**config.mk**
```make
export PLATFORM = sky130hd
export DESIGN_NAME = sequence_generator
export DESIGN_NICKNAME = d
export VERILOG_FILES = /design/src/rtl/sequence_generator.sv
export SDC_FILE = /design/constraint.sdc
export NUM_CORES = 1
export LEC_CHECK = 0
export ABC_CLOCK_PERIOD_IN_PS = 7600
export CELL_PAD_IN_SITES_DETAIL_PLACEMENT = 0
export CELL_PAD_IN_SITES_GLOBAL_PLACEMENT = 1
export CORE_MARGIN = 4
export CORE_UTILIZATION = 42
export DETAILED_ROUTE_END_ITERATION = 7
export HOLD_SLACK_MARGIN = 0.03
export PLACE_DENSITY_LB_ADDON = 0.1
export SYNTH_ARGS = -nofsm -noshare
export SYNTH_HDL_FRONTEND = slang
export SYNTH_SLANG_ARGS = --single-unit
```
**constraint.sdc**
```tcl
create_clock -name clock -period 7.6 [get_ports clock]
set_clock_uncertainty 0.2 [all_clocks]
set_input_delay 1.52 -clock clock [delete_from_list [all_inputs] [get_ports clock]]
set_output_delay 1.52 -clock clock [all_outputs]
set_load 0.005 [all_outputs]
```
**src/rtl/sequence_generator.sv**
```systemverilog
// Serial bit-pattern source: emits a captured pattern MSB-first, one bit per advance,
// with optional repeats separated by a fixed run of zero bits.
module sequence_generator #(
   parameter int MAX_LEN = 8,
   parameter int LEN_W   = 4,
   parameter int REP_W   = 4,
   parameter int GAP_LEN = 2
) (
   input  logic               clock,
   input  logic               resetn,
   input  logic               start,
   input  logic               abort,
   input  logic               advance,
   input  logic [MAX_LEN-1:0] pattern,
   input  logic [LEN_W-1:0]   length,
   input  logic [REP_W-1:0]   repeat_count,
   output logic               w_out,
   output logic               w_valid,
   output logic               busy,
   output logic               done,
   output logic               err,
   output logic [1:0]         state,
   output logic [LEN_W-1:0]   bit_index
);

   typedef enum logic [1:0] {
      S_IDLE  = 2'd0,
      S_SHIFT = 2'd1,
      S_GAP   = 2'd2,
      S_DONE  = 2'd3
   } state_t;

   localparam int GAP_W = (GAP_LEN > 1) ? $clog2(GAP_LEN) : 1;
   localparam logic [LEN_W-1:0] MAX_LEN_L = LEN_W'(MAX_LEN);

   state_t             r_state,     w_state_nxt;
   logic [MAX_LEN-1:0] r_pat,       w_pat_nxt;
   logic [LEN_W-1:0]   r_len,       w_len_nxt;
   logic [REP_W-1:0]   r_reps,      w_reps_nxt;
   logic [LEN_W-1:0]   r_bit_index, w_bit_index_nxt;
   logic [GAP_W-1:0]   r_gap_cnt,   w_gap_cnt_nxt;
   logic               r_err,       w_err_nxt;

   logic               w_start_ok;
   logic               w_last_bit;
   logic               w_gap_last;
   logic [LEN_W-1:0]   w_sel;
   logic [MAX_LEN-1:0] w_mask;

   assign w_start_ok = (length != '0) && (length <= MAX_LEN_L);
   assign w_last_bit = (r_bit_index == (r_len - LEN_W'(1)));
   assign w_gap_last = (int'(r_gap_cnt) == (GAP_LEN - 1));

   always_ff @(posedge clock or negedge resetn) begin
      if (!resetn) begin
         r_state     <= S_IDLE;
         r_pat       <= '0;
         r_len       <= '0;
         r_reps      <= '0;
         r_bit_index <= '0;
         r_gap_cnt   <= '0;
         r_err       <= 1'b0;
      end else begin
         r_state     <= w_state_nxt;
         r_pat       <= w_pat_nxt;
         r_len       <= w_len_nxt;
         r_reps      <= w_reps_nxt;
         r_bit_index <= w_bit_index_nxt;
         r_gap_cnt   <= w_gap_cnt_nxt;
         r_err       <= w_err_nxt;
      end
   end

   always_comb begin
      w_state_nxt     = r_state;
      w_pat_nxt       = r_pat;
      w_len_nxt       = r_len;
      w_reps_nxt      = r_reps;
      w_bit_index_nxt = r_bit_index;
      w_gap_cnt_nxt   = r_gap_cnt;
      w_err_nxt       = 1'b0;
      case (r_state)
         S_IDLE: begin
            // start outranks abort here; abort has nothing to cancel in IDLE
            if (start) begin
               if (w_start_ok) begin
                  w_pat_nxt       = pattern;
                  w_len_nxt       = length;
                  w_reps_nxt      = repeat_count;
                  w_bit_index_nxt = '0;
                  w_gap_cnt_nxt   = '0;
                  w_state_nxt     = S_SHIFT;
               end else begin
                  w_err_nxt = 1'b1;
               end
            end
         end
         S_SHIFT: begin
            if (abort) begin
               w_bit_index_nxt = '0;
               w_state_nxt     = S_IDLE;
            end else if (advance) begin
               if (!w_last_bit) begin
                  w_bit_index_nxt = r_bit_index + LEN_W'(1);
               end else if (r_reps != '0) begin
                  w_reps_nxt      = r_reps - REP_W'(1);
                  w_bit_index_nxt = '0;
                  w_state_nxt     = (GAP_LEN > 0) ? S_GAP : S_SHIFT;
               end else begin
                  w_state_nxt = S_DONE;
               end
            end
         end
         S_GAP: begin
            if (abort) begin
               w_bit_index_nxt = '0;
               w_gap_cnt_nxt   = '0;
               w_state_nxt     = S_IDLE;
            end else if (advance) begin
               if (w_gap_last) begin
                  w_gap_cnt_nxt   = '0;
                  w_bit_index_nxt = '0;
                  w_state_nxt     = S_SHIFT;
               end else begin
                  w_gap_cnt_nxt = r_gap_cnt + GAP_W'(1);
               end
            end
         end
         S_DONE: begin
            w_bit_index_nxt = '0;
            w_state_nxt     = S_IDLE;
         end
         default: begin
            w_state_nxt = S_IDLE;
         end
      endcase
   end

   // Bit [len-1] goes out first, so the selected position counts down from the top.
   assign w_sel     = r_len - LEN_W'(1) - r_bit_index;
   assign w_mask    = MAX_LEN'(1) << w_sel;
   assign w_out     = (r_state == S_SHIFT) && ((r_pat & w_mask) != '0);
   assign w_valid   = (r_state == S_SHIFT) || (r_state == S_GAP);
   assign busy      = (r_state == S_SHIFT) || (r_state == S_GAP);
   assign done      = (r_state == S_DONE);
   assign err       = r_err;
   assign state     = r_state;
   assign bit_index = r_bit_index;

endmodule

```
# == After elaboration in Yosys (flattened, before gate mapping) ==
# Index checks and enable logic that the tools add are counted.
# classes
n_addsub,5
reduce_logical,14
n_shift,1
n_lt_le_gt_ge,1
n_bitwise,1
mux,36
n_eq_ne,15
# op_table
operator,n
4-bit two-way mux,15
2-bit two-way mux,8
4-bit case mux with 4 select lines,1
"2-bit inequality test, second input constant",6
"3-bit inequality test, second input constant",4
6-bit AND reduction,2
1-bit two-way mux,9
8-bit bitwise AND,1
2-bit case mux with 4 select lines,1
4-bit case mux with 2 select lines,1
4-bit nonzero test,2
8-bit nonzero test,1
"1-bit by 4-bit << shifter with 8-bit output, first input constant",1
"4-bit by 1-bit subtractor with 4-bit output, second input constant",2
7-bit AND reduction,1
"4-bit by 1-bit adder with 4-bit output, second input constant",1
"2-bit equality test, second input constant",2
4-bit equality test,1
"4-bit less-or-equal comparator, second input constant",1
"4-bit inequality test, second input constant",1
4-bit AND reduction,1
2-bit nonzero test,2
4-bit subtractor,1
3-bit AND reduction,1
other kinds (6),7
# word_totals
ff_bits,24
wordCells,80
input_bits,21
out_inout_bits,11

# == Depth between registers and ports, before layout ==
# Gate-level depths: netlist of the first run.
# depth
ltp_word,6
ltp_mapped,9
mapped_depth_nobuf,9

# == Worst setup path after synthesis of the first run ==
# No wires, ideal clock.
# synth_path
kind,register to output
startpoint,register r_len[0]
endpoint,output port w_out
stages_incl_launch_ff,7
required_time_ps,5880
setup_slack_ps,3972
t_arrival_ps,1908
n_path_buf,0
cell_sequence,dfrtp_1 inv_1 ha_1 fa_1 mux4_2 mux2_2 and3_1
# synth_via
elab_chain_cells,6
# synth_lines
item,line,source
"start, declared",38,"logic [LEN_W-1:0] r_len, w_len_nxt;"
"start signal, assigned",66,r_len <= w_len_nxt;
4-bit by 1-bit subtractor with 4-bit output,140,assign w_sel = r_len - LEN_W'(1) - r_bit_index;
4-bit subtractor,140,
1-bit by 4-bit << shifter with 8-bit output,141,assign w_mask = MAX_LEN'(1) << w_sel;
8-bit bitwise AND,142,assign w_out = (r_state == S_SHIFT) && ((r_pat & w_mask) != '0);
8-bit nonzero test,142,
1-bit logical AND,142,
"end, declared",17,"output logic w_out,"
# No other way between the ends.

# == Worst setup path in the final report of the first run ==
# Ends and elaborated chain as after synthesis.

==> flow_summary.ini, run 1 <==
[outcome]
outcome = complete, no violations

[detailed_routing]
finalWirelength_um = 3581
avgRoutedWirePerCell_um = 14.98
drc = 0
drt_iter0_markers = 33
vias = 1270
antenna_left = 0
vias_per_cell = 5.314
first_pass_iters = 4

[synth]
yosys.area.top_type = dfrtp_1
synth_flop_cell = dfrtp_1
yosysTopAreaCellShare_pct = 37.41
ys_types = 46
synthMuxAreaShare_pct = 13.87
synth_top_family_by_area = compound AO/OA/AOI/OAI gates
synthSimpleGateAreaFrac_pct = 15.51
synth_cells = 159
syn_area_um2 = 1605
synth-edff-count = 0
synthAdderAreaFrac_pct = 9.821
synth.area.top_cells = dfrtp_1 37%, mux2_2 9.8%, ha_1 8.6%
synth_seq_cells = 24
syn_nets = 192
syn_area_per_cell_um2 = 10.10
synth_compound_area_share_pct = 15.82
synth-seq-area-share_pct = 37.41
yosys_warnings = 0
synthXorXnorAreaFrac_pct = 3.274
ys_async_sr_fraction_pct = 100.0

[clock_tree]
post_cts_resized = 0
clockBufferDepth = 2
clock_latency_ps = 270
h-tree-depth = 1
cts_tree = done
cts_num_sinks = 24
clk_pin_slew_worst_paths_ps = 90
ctsHoldBuffers = 0
root_buffer = clkbuf_8
post_cts_buffers = 0
numCtsBuffers = 3

[timing]
slew_headroom_pct = 25.31
rsz0062_at_grt = false
setup_viol = 0
tns_ps = 0
slew_violations = 0
max_freq_mhz = 221.4
holdWs_ps = 310.0
fin_crit_ps = 4517
period_share_pct = 59.43
worst_pin_slew_ps = 1117
hold_violations = 0

[grt]
antenna_found_initial = 0
grt_overflow = 0
grt_pass1_vias = 1293
track_usage_pct = 15.53
grt_pass1_wl_um = 6141
grt_max_degree = 25

[cells_and_area]
postLayoutCellArea_um2 = 2018
antenna_cells = 0
final_cells = 239
multiInputGateArea_um2 = 935.9
ff_latch_area_um2 = 600.6
drive_gt1_share_pct = 15.18
layout.nets = 225
fillers = 341
syn2layout_area_growth_pct = 25.72

[flow_run]
drv_cap = 0

[setup_path]
ff2ff_setup_slack_ps = 4570
cp-start-kind = flop
crit_path_end_kind = output pin
crit_type = reg2out
cp.required_ps = 5880
crit_arrival_ps = 2800
r2r_cells = 9
rr_startpoint = r_len[0]$_DFFE_PN0P_
regToRegEndpoint = r_reps[3]$_DFFE_PN0P_
crit_start = r_len[0]$_DFFE_PN0P_
cp_max_fo = 3
crit_end = w_out

[place]
numPortBuffers = 31
hpwlAfterDp_um = 2836
dp_cells = 235
routabilityCongestion = 0.8436
placed_cell_area_um2 = 1963

[pwr]
peakVddDrop_v = 0.0001659
power.density_nw_per_um2 = 407.8
cellLeakagePower_uw = 0.0008532

[worst_hold_path]
hp-class = reg2reg

[floorplanning]
die_w_um = 69.83
fp.dieH_um = 69.83
core.rowCount = 22
core_area_um2 = 3689
ioPinCount = 32
initial_utilization_pct = 43.52
dieArea_um2 = 4876
## worst max-delay path, stage by stage (launching register included)
cell and delay (ps):
dfrtp_1 400, inv_1 80, ha_1 330, fa_1 550
mux4_2 300, mux2_2 270, and3_1 160, clkdlybuf4s50_1 440
## per-layer routing
metal,GRT usage (%),up-vias,part of all wire (%)
li1,-,636,-
met1,18.88,598,44
met2,28.23,32,51
met3,2.464,4,4.4
met4,4.043,0,0.89
met5,0,-,0
## cell type report
class,instances,share of cell area (%)
timing repair buffer,32,15.75
tap,48,2.976
multi-input combinational,118,46.37
clock buffer,4,2.728
sequential,24,29.76
inverter,13,2.418
## power breakdown
group          internal, uW  switching (uW)
clock network          46.3            42.0
registers               182            48.1
logic                   266             239
## synth_stat cells, types with 2 or more instances
cell / count
nand3_1: 3
ha_1: 11
a21oi_1: 7
o31a_1: 2
nor4_1: 3
nand2b_1: 4
nand4_1: 2
o22ai_1: 2
nor2_1: 8
o21ai_0: 12
mux2_2: 14
nor3_1: 4
mux2i_1: 2
and3_1: 4
inv_1: 13
xor2_1: 2
xnor2_1: 4
dfrtp_1: 24
o21bai_1: 3
nand2_1: 7
mux4_2: 2
a21o_1: 2
## registers in the layout, summed over array words and instances (netlist names)
signal / cells
r_gap_cnt: 1
err: 1
bit_index: 4
r_pat: 8
r_reps: 4
r_len: 4
state: 2
## per-stage QoR
stage	total power, uW	setup slack (ps)	util (%)
after global placement	723.4	3474	53.22
final	822.9	3083	54.72
after floorplan	586.7	3972	-
after global routing	900.3	2990	54.72
after CTS	830.1	3086	54.72
after detailed placement	737.0	3415	53.22
## cells in the final DEF (no fill, tap or decap), drive strengths merged, types with 2 or more instances in the layout
| cell type | Yosys | routed |
|---|---|---|
| nor3 | 5 | 5 |
| dfrtp | 24 | 24 |
| nand3 | 3 | 3 |
| inv | 13 | 13 |
| nor4 | 3 | 3 |
| and3 | 4 | 4 |
| nand4 | 2 | 2 |
| mux4 | 2 | 2 |
| nand2 | 7 | 7 |
| a21o | 2 | 2 |
| o21bai | 3 | 3 |
| xor2 | 2 | 2 |
| nor2 | 8 | 8 |
| a211o | 2 | 2 |
| o22ai | 2 | 2 |
| nand2b | 4 | 4 |
| clkbuf | 1 | 4 |
| mux2 | 14 | 14 |
| xnor2 | 4 | 4 |
| a21oi | 7 | 7 |
| clkdlybuf4s50 | 0 | 31 |
| mux2i | 2 | 2 |
| o31a | 2 | 2 |
| o21ai | 12 | 12 |
| ha | 11 | 11 |
## kinds of logic after synthesis
group / Yosys count
buffers and inverters: 17
xor gates and xnor gates: 6
AOI/OAI and AO/OA: 38
adders and majority gates: 12
DFF: 24
and+or+nand+nor: 44
muxes: 18
## worst min path at each step
stage	start	to	cells past startpoint
global placement	r_pat[7]$_DFFE_PN0P_	r_pat[7]$_DFFE_PN0P_	1
global route	r_pat[5]$_DFFE_PN0P_	r_pat[5]$_DFFE_PN0P_	1
floorplan	r_pat[5]$_DFFE_PN0P_	r_pat[5]$_DFFE_PN0P_	1
finish	r_pat[7]$_DFFE_PN0P_	r_pat[7]$_DFFE_PN0P_	1
CTS	r_pat[7]$_DFFE_PN0P_	r_pat[7]$_DFFE_PN0P_	1
detailed placement	r_pat[7]$_DFFE_PN0P_	r_pat[7]$_DFFE_PN0P_	1
No activity file was read; power rests on OpenSTA's default activity.
==> run 2: changes to the inputs <==
--- a/config.mk
+++ b/config.mk
@@ -5,11 +5,11 @@
 export SDC_FILE = /design/constraint.sdc
 export NUM_CORES = 1
 export LEC_CHECK = 0
-export ABC_CLOCK_PERIOD_IN_PS = 7600
+export ABC_CLOCK_PERIOD_IN_PS = 4600
 export CELL_PAD_IN_SITES_DETAIL_PLACEMENT = 0
 export CELL_PAD_IN_SITES_GLOBAL_PLACEMENT = 1
 export CORE_MARGIN = 4
-export CORE_UTILIZATION = 42
+export CORE_UTILIZATION = 39
 export DETAILED_ROUTE_END_ITERATION = 7
 export HOLD_SLACK_MARGIN = 0.03
 export PLACE_DENSITY_LB_ADDON = 0.1
==> constraint.sdc (replaced) <==
create_clock -name clock -period 4.6 [get_ports clock]
set_clock_uncertainty 0.2 [all_clocks]
set_input_delay 0.92 -clock clock [delete_from_list [all_inputs] [get_ports clock]]
set_output_delay 0.92 -clock clock [all_outputs]
set_load 0.005 [all_outputs]
==> flow_summary.ini, run 2 (synthesized netlist as in run 1, its figures left out) <==
[setup_path]
crit_path_end_kind = output pin
crit_type = reg2out
slowest_stage = fa_1
cpLargestDelayFamily = adder cells
crit_arrival_ps = 2800
cp-start-kind = flop
cp_slowest_stage_delay_ps = 550
cp_max_fo = 3
cp.buffers_inverters = 2
crit_chain = inv_1, ha_1, fa_1, mux4_2, mux2_2, and3_1, clkdlybuf4s50_1
cp.required_ps = 3480
ff2ff_setup_slack_ps = 1580

[floorplanning]
dieArea_um2 = 5206
core.rowCount = 23
die_w_um = 72.16
fp.dieH_um = 72.16
core_area_um2 = 4000
initial_utilization_pct = 40.13
ioPinCount = 32

[place]
hpwlAfterDp_um = 2869
routabilityCongestion = 0.8510
pre_cts_ws_ps = 970.0
numPortBuffers = 31

[cells_and_area]
layout.nets = 226
largest_reg_flops = 8
post-route-util_pct = 51.11
ff_latch_area_um2 = 600.6
final_cell_mix = 31 x clkdlybuf4s50_1, 24 x dfrtp_1, 14 x mux2_2, 13 x inv_1, 12 x o21ai_0
multiInputGateArea_um2 = 935.9
fillers = 401
regMostFlops = r_pat
drive_gt1_share_pct = 15.63
syn2layout_area_growth_pct = 27.36
final_common_cell = clkdlybuf4s50_1
antenna_cells = 0

[grt]
track_usage_pct = 15.36
grt_pass1_vias = 1351
grt_pass1_wl_um = 6299
grt_overflow = 0
grt_max_degree = 24
antenna_found_initial = 0

[pwr]
cellLeakagePower_uw = 0.0008650
power.density_nw_per_um2 = 686.9
p_total_uw = 1404
peakVddDrop_v = 0.0003201

[clock_tree]
post_cts_resized = 0
clk_pin_slew_worst_paths_ps = 90
cts_tree = done
root_buffer = clkbuf_8
clock_latency_ps = 270
h-tree-depth = 1
cts_num_sinks = 24
ctsHoldBuffers = 0
post_cts_buffers = 0
numCtsBuffers = 3
clockBufferDepth = 2

[detailed_routing]
antenna_left = 0
first_pass_iters = 4
drc = 0
vias = 1312
drt_iter0_markers = 76
vias_per_cell = 5.421
avgRoutedWirePerCell_um = 15.42
finalWirelength_um = 3732

[timing]
setup_viol = 0
worst_pin_slew_ps = 1088
hold_violations = 0
fin_crit_ps = 3920
tns_ps = 0
slew_violations = 0
max_freq_mhz = 255.1
slew_headroom_pct = 27.24
period_share_pct = 85.21
rsz0062_at_grt = false
fin_ws_ps = 680.3

[worst_hold_path]
hp-class = reg2reg

[outcome]
outcome = complete, no violations

[flow_run]
drv_cap = 0
==> run 2: cell types whose count changed in the layout (fill, tap and decap cells not counted) <==
cell and delta:
buf_4 +1, bufinv_16 +1, clkbuf_8 -1
==> run 2: cell type report <==
type | count | area share, %
well taps | 50 | 3.060
repair buffers | 33 | 15.91
inverters | 13 | 2.387
clock inverters | 1 | 1.469
multi-input cells | 118 | 45.78
flip-flops and latches | 24 | 29.38
clock buffers | 3 | 2.020
==> run 2: path summary, 6_finish.rpt <==
path / from / end / cells after the start
worst max-delay path: r_len[0]$_DFFE_PN0P_ / w_out / 7
worst min-delay path: r_pat[6]$_DFFE_PN0P_ / r_pat[6]$_DFFE_PN0P_ / 1
worst max register to register: r_len[0]$_DFFE_PN0P_ / r_reps[3]$_DFFE_PN0P_ / 9
worst min register to register: r_pat[6]$_DFFE_PN0P_ / r_pat[6]$_DFFE_PN0P_ / 1
max in group asynchronous: resetn / r_pat[2]$_DFFE_PN0P_ / 1
min in group asynchronous: resetn / r_reps[0]$_DFFE_PN0P_ / 1
==> run 2: where the power goes <==
group	internal [uW]	total [uW]	switching, uW
clock network	116	190	73.1
registers	301	383	82.0
logic	439	832	393
total	857	1400	548
==> run 2: through the flow <==
step,std cells,hold WS [ps],cell area (um^2)
floorplan,159,275.1,1605
CTS,242,318.5,2044
detailed placement,238,297.8,1973
finish,242,316.2,2044
global placement,238,293.5,1973
global route,242,332.0,2044
==> run 2: layer usage <==
| layer | vias to the layer above | global-route usage [%] | routed length [um] |
|---|---|---|---|
| met5 | - | 0 | 0 |
| met3 | 6 | 2.770 | 140 |
| met1 | 636 | 20.21 | 1776 |
| met2 | 25 | 25.28 | 1765 |
| li1 | 645 | - | - |
| met4 | 0 | 5.428 | 50 |
==> run 3: changes to the inputs <==
--- a/config.mk
+++ b/config.mk
@@ -13,6 +13,7 @@
 export DETAILED_ROUTE_END_ITERATION = 7
 export HOLD_SLACK_MARGIN = 0.03
 export PLACE_DENSITY_LB_ADDON = 0.1
+export SETUP_SLACK_MARGIN = 0.2
 export SYNTH_ARGS = -nofsm -noshare
 export SYNTH_HDL_FRONTEND = slang
 export SYNTH_SLANG_ARGS = --single-unit
==> results of run 3 <==
Same layout as run 2: the final DEF is identical, and so are final timing and power.
==> patch 1, RTL diff (settings of run 3) <==
Reset style: synchronous (`resetn`), changed in one clocked block.
--- a/src/rtl/sequence_generator.sv
+++ b/src/rtl/sequence_generator.sv
@@ -51,7 +51,7 @@
    assign w_last_bit = (r_bit_index == (r_len - LEN_W'(1)));
    assign w_gap_last = (int'(r_gap_cnt) == (GAP_LEN - 1));
 
-   always_ff @(posedge clock or negedge resetn) begin
+   always_ff @(posedge clock) begin
       if (!resetn) begin
          r_state     <= S_IDLE;
          r_pat       <= '0;
Function: differs if resetn is asserted again (counterexample within 4 cycles, from zero or initial values and one cycle with resetn low); with resetn held inactive, the same outputs for 10 cycles.
==> patch 1 against run 3 <==
- routed wire length fell by 6.1%
- synthesized area fell by 6.1%
- critical endpoint unchanged
- largest cell class unchanged
- highest routed layer unchanged
- sequential cell count did not move
- non-clock buffer count fell by 1
- worst setup slack improved by 0.053 ns
- final area fell by 5.8%
Power is not compared: it rests on default switching activity, and its combinational part moved more than twofold at a synthesized area within 25%.
==> patch 1: results (changes against run 3) <==
Status: completed
Filler Cells Inserted: 364 (-9.2%)
Share of cells above drive strength 1: 5.42% (-10 points)
Worst R2R Path Depth: 7 (-2)
Synth unique cells: 44 (-4.3%)
Nets: 237 (+4.9%)
Post-synthesis net count: 206 (+7.3%)
Synth area leaders: dfxtp_1 (32%), ha_1 (9.1%), mux2i_1 (8.0%)
Vias in the first global route: 1369 (+1.3%)
Routed via count: 1310 (-0.15%)
Slew Limit Headroom: 47.7% (+20 points)
Metal2 WL: 1660 um (-5.7%)
Final Wtd Congestion: 0.793 (-6.8%)
Largest net degree at the start of global routing: 20 (-17%)
CP max-delay cell: fa_1
Hold depth: 2 (+1)
Worst r2r src: state[1]$_SDFFE_PN0P_
Synth cell count leaders: dfxtp_1 (24), nor2_1 (19), inv_1 (15)
Place WS: 1.02 ns (+0.0525 ns)
Setup slack, reg-to-reg: 2.14 ns (+0.56 ns)
Port bufs: 31 (unchanged)
Hpwl dp: 2700 um (-5.8%)
Gr usage total: 14.9% (-0.43 points)
Clk buf depth: 2 (unchanged)
Critical Path AT: 2.75 ns (-0.05 ns)
DR iter-0 viols: 105 (+38%)
Critical R2R Capture: bit_index[2]$_SDFFE_PN0P_
First-pass GRT wire length: 6050 um (-3.9%)
Avg WL per Cell: 14.0 um (-9.5%)
Post-synth ARST share: 0% (-100 points)
Sequential area share after synthesis: 31.9% (-5.5 points)
# diodes: 0 (unchanged)
Metal3 WL: 133 um (-5.0%)
Worst Setup SP: r_len[0]$_SDFFE_PN0P_
PnR worst setup slack: 0.734 ns (+0.0534 ns)
[patch 1: cell types whose count changed after synthesis, moves of 10 or more]
cell     change
dfrtp_1     -24
dfxtp_1     +24
mux2_2      -14
nor2_1      +11
mux2i_1     +10
[patch 1: worst min path at each step]
| stage | from | endpoint | slack, ns |
|---|---|---|---|
| floorplan | r_pat[1]$_SDFFE_PN0P_ | r_pat[1]$_SDFFE_PN0P_ | 0.25 |
| global placement | r_pat[5]$_SDFFE_PN0P_ | r_pat[5]$_SDFFE_PN0P_ | 0.28 |
| detailed placement | r_pat[3]$_SDFFE_PN0P_ | r_pat[3]$_SDFFE_PN0P_ | 0.28 |
| CTS | r_reps[3]$_SDFFE_PN0P_ | r_reps[3]$_SDFFE_PN0P_ | 0.31 |
| global route | r_pat[2]$_SDFFE_PN0P_ | r_pat[2]$_SDFFE_PN0P_ | 0.33 |
| finish | r_pat[3]$_SDFFE_PN0P_ | r_pat[3]$_SDFFE_PN0P_ | 0.30 |
[patch 1: logic make-up after synthesis]
| family | Yosys count | synth area share, % |
|---|---|---|
| AO/OA/AOI/OAI | 43 | 20.1 |
| XOR/XNOR | 6 | 3.49 |
| adder cells (fa/ha/maj) | 12 | 10.5 |
| buffers and inverters | 22 | 6.39 |
| flip-flops | 24 | 31.9 |
| multiplexers | 14 | 11.0 |
| AND/OR/NAND/NOR | 52 | 16.8 |
[patch 1: cell type report]
| type | count | share of cell area, % |
|---|---|---|
| clock buffer | 3 | 2.14 |
| tap | 48 | 3.12 |
| clock inverter | 1 | 1.56 |
| timing repair buffer | 32 | 16.5 |
| multi-input combinational | 127 | 48.6 |
| inverter | 16 | 3.12 |
| sequential | 24 | 25.0 |
[patch 1: through the flow]
stage / cell area (um^2) / hold WS [ns] / power, W / util [%] / std cells
after floorplan: 1510 / 0.255 / 0.000363 / - / 173
after global placement: 1850 / 0.276 / 0.000417 / 50.3 / 247
after detailed placement: 1850 / 0.283 / 0.000419 / 50.3 / 247
after CTS: 1930 / 0.305 / 0.000613 / 52.2 / 251
after global routing: 1930 / 0.335 / 0.000640 / 52.2 / 251
final: 1930 / 0.302 / 0.000604 / 52.2 / 251
[patch 1: layer usage]
layer	up-vias	GRT usage, %
li1	679	-
met3	5	3.31
met1	601	18.6
met5	-	0
met2	25	25.5
met4	0	4.68
[patch 1: report_power, final]
group          internal, W  switching (W)  total (W)
Clock             0.000116      0.0000722   0.000189
Combinational    0.0000868      0.0000950   0.000182
Sequential        0.000222      0.0000108   0.000233
Total             0.000426       0.000178   0.000604
[patch 1: tightest hold or removal path: cells and delay by family (launching register included)]
family | cells | cell delay [ns]
AND/OR/NAND/NOR | 1 | 0.07
flip-flops | 1 | 0.34
multiplexers | 1 | 0.06
==> patch 2, RTL diff (flow settings as in run 3) <==
Made on the original files. The parameter `LEN_W` goes from 4 to 8.
--- a/src/rtl/sequence_generator.sv
+++ b/src/rtl/sequence_generator.sv
@@ -2,7 +2,7 @@
 // with optional repeats separated by a fixed run of zero bits.
 module sequence_generator #(
    parameter int MAX_LEN = 8,
-   parameter int LEN_W   = 4,
+   parameter int LEN_W   = 8,
    parameter int REP_W   = 4,
    parameter int GAP_LEN = 2
 ) (
Ports: changed (resized bit_index and length); port bits go from 32 to 40. The function was not compared with the original's and may differ.
==> patch 2 against run 3 <==
- routed wire length rose by 33%
- sequential share of layout area fell by 1.3 points
- via count rose by 39%
- worst setup slack improved by 0.069 ns
- critical path type unchanged
- power rose by 10%
- combinational power rose by 4.1%
- sequential cell count rose by 8
- first-iteration DRC count fell by 17%
- final area rose by 39%
- synthesized area rose by 42%
- critical path depth rose by 3
- global-route usage fell by 0.74 points
==> patch 2: results (changes against run 3) <==
Post-CTS Resized: 2 (+2)
Combinational share of power: 56.1% (-3.2 points)
Reg clk slew, reported paths: 0.07 ns (-0.02 ns)
Initial antenna violation count: 0 (unchanged)
Nets: 308 (+36%)
Status: completed
Gr usage total: 14.6% (-0.74 points)
Hold crit path type: reg2reg
Hold_sp: r_pat[1]$_DFFE_PN0P_
Post-synthesis net count: 268 (+40%)
CP peak stage delay: 0.42 ns (-0.13 ns)
Place WS: 0.429 ns (-0.541 ns)
Internal: 0.000928 W (+8.4%)
Setup crit end: w_out
Share of cells above drive strength 1: 13.8% (-1.8 points)
Worst r2r src: r_len[2]$_DFFE_PN0P_
Sequential area share after synthesis: 35.0% (-2.4 points)
Worst-margin pin slew: 0.699 ns (-0.389 ns)
Min-Delay Endpoint: r_pat[1]$_DFFE_PN0P_
Via density: 5.38 (-0.78%)
Hold depth: 1 (unchanged)
Port bufs: 39 (+26%)
H-tree depth: 2 (+1)
Largest net degree at the start of global routing: 33 (+38%)
Critical R2R Capture: bit_index[7]$_DFFE_PN0P_
Setup Fix Bufs, Post-CTS: 0 (unchanged)
Clk network pwr share: 17.6% (+4.1 points)
Max IR drop VDD: 273 uV (-15%)
Filler Cells Inserted: 547 (+36%)
Hpwl dp: 3700 um (+29%)
Final Wtd Congestion: 0.870 (+2.2%)
Pleak: 1.21 nW (+40%)
Worst Path Max Fanout: 7 (+4)
Synth area leaders: dfrtp_1 (35%), ha_1 (8.2%), mux2_4 (3.9%)
Worst Setup SP: r_len[0]$_DFFE_PN0P_
Grt met1 use: 19.6% (-0.61 points)
Vias in the first global route: 1758 (+30%)
Worst R2R Path Depth: 9 (unchanged)
Setup slack, reg-to-reg: 1.41 ns (-0.17 ns)
Root buffer cell: clkbuf_8
Met2 track demand over resource: 22.2% (-3.1 points)
Routed wire length: 4970 um (+33%)
# diodes: 0 (unchanged)
Critical Path AT: 2.73 ns (-0.07 ns)
Syn. warnings: 0 (unchanged)
Initial DRT Pass Iterations: 4 (unchanged)
First-pass GRT wire length: 8360 um (+33%)
CP max-delay cell: dfrtp_1
DR iter-0 viols: 63 (-17%)
Clk buf depth: 2 (unchanged)
Synth unique cells: 58 (+26%)
Worst-skew pair later-pin latency: 0.29 ns (+0.02 ns)
Synth Flop Type: dfrtp_1
Synth cell count leaders: dfrtp_1 (32), inv_1 (21), ha_1 (15)
CTS buffer count: 5 (+2)
Post-synth ARST share: 100% (unchanged)
Final Cycle Share: 83.7% (-1.5 points)
Met3 Resource Use GR: 4.32% (+1.5 points)
==> patch 2: changes by cell type in the layout (fill, tap and decap cells not counted), moves of 5 or more <==
cell and delta:
inv_1 +8, o21ai_0 -5, nand3b_1 +5, dfrtp_1 +8, clkdlybuf4s50_1 +7, nand2_1 +5
mux2_2 -7, mux2_4 +6
==> patch 2: area by class of cell <==
| type | count | share of cell area (%) |
|---|---|---|
| tap | 72 | 3.16 |
| sequential | 32 | 28.1 |
| multi-input combinational | 166 | 47.9 |
| timing repair buffer | 41 | 14.3 |
| clock buffer | 6 | 2.54 |
| clock inverter | 2 | 1.23 |
| inverter | 21 | 2.76 |
==> patch 2: critical path, delay by kind of cell, from the launching register on <==
| kind | cells | cell delay [ns] |
|---|---|---|
| buffers and inverters | 1 | 0.16 |
| AOI/OAI and AO/OA | 2 | 0.51 |
| DFF | 1 | 0.42 |
| xor gates and xnor gates | 2 | 0.29 |
| adders and majority gates | 1 | 0.33 |
| and+or+nand+nor | 4 | 0.74 |
==> patch 2: routing by layer <==
layer,wire length (um),share of wire (%)
met4,81,1.6
met5,0,0
met2,2220,45
met3,268,5.4
met1,2400,48
==> patch 2: logic make-up (layout without fill, tap and decap cells) <==
family                     count (synthesis)  after routing  share of synthesized area [%]
and+or+nand+nor                           74             74                           20.7
AOI/OAI and AO/OA                         50             50                           15.4
DFF                                       32             32                           35.0
buffers and inverters                     29             70                           6.02
muxes                                     18             18                           10.7
adders and majority gates                 16             16                           9.09
xor gates and xnor gates                   8              8                           3.07
==> patch 2: per-stage QoR <==
stage                     instances  power (W)  area, um^2  hold slack, ns
after floorplan                 227    0.00105        2290           0.274
after global placement          331    0.00125        2720           0.290
after detailed placement        331    0.00125        2720           0.295
after CTS                       339    0.00153        2830           0.316
after global routing            340    0.00168        2850           0.336
final                           340    0.00154        2850           0.310
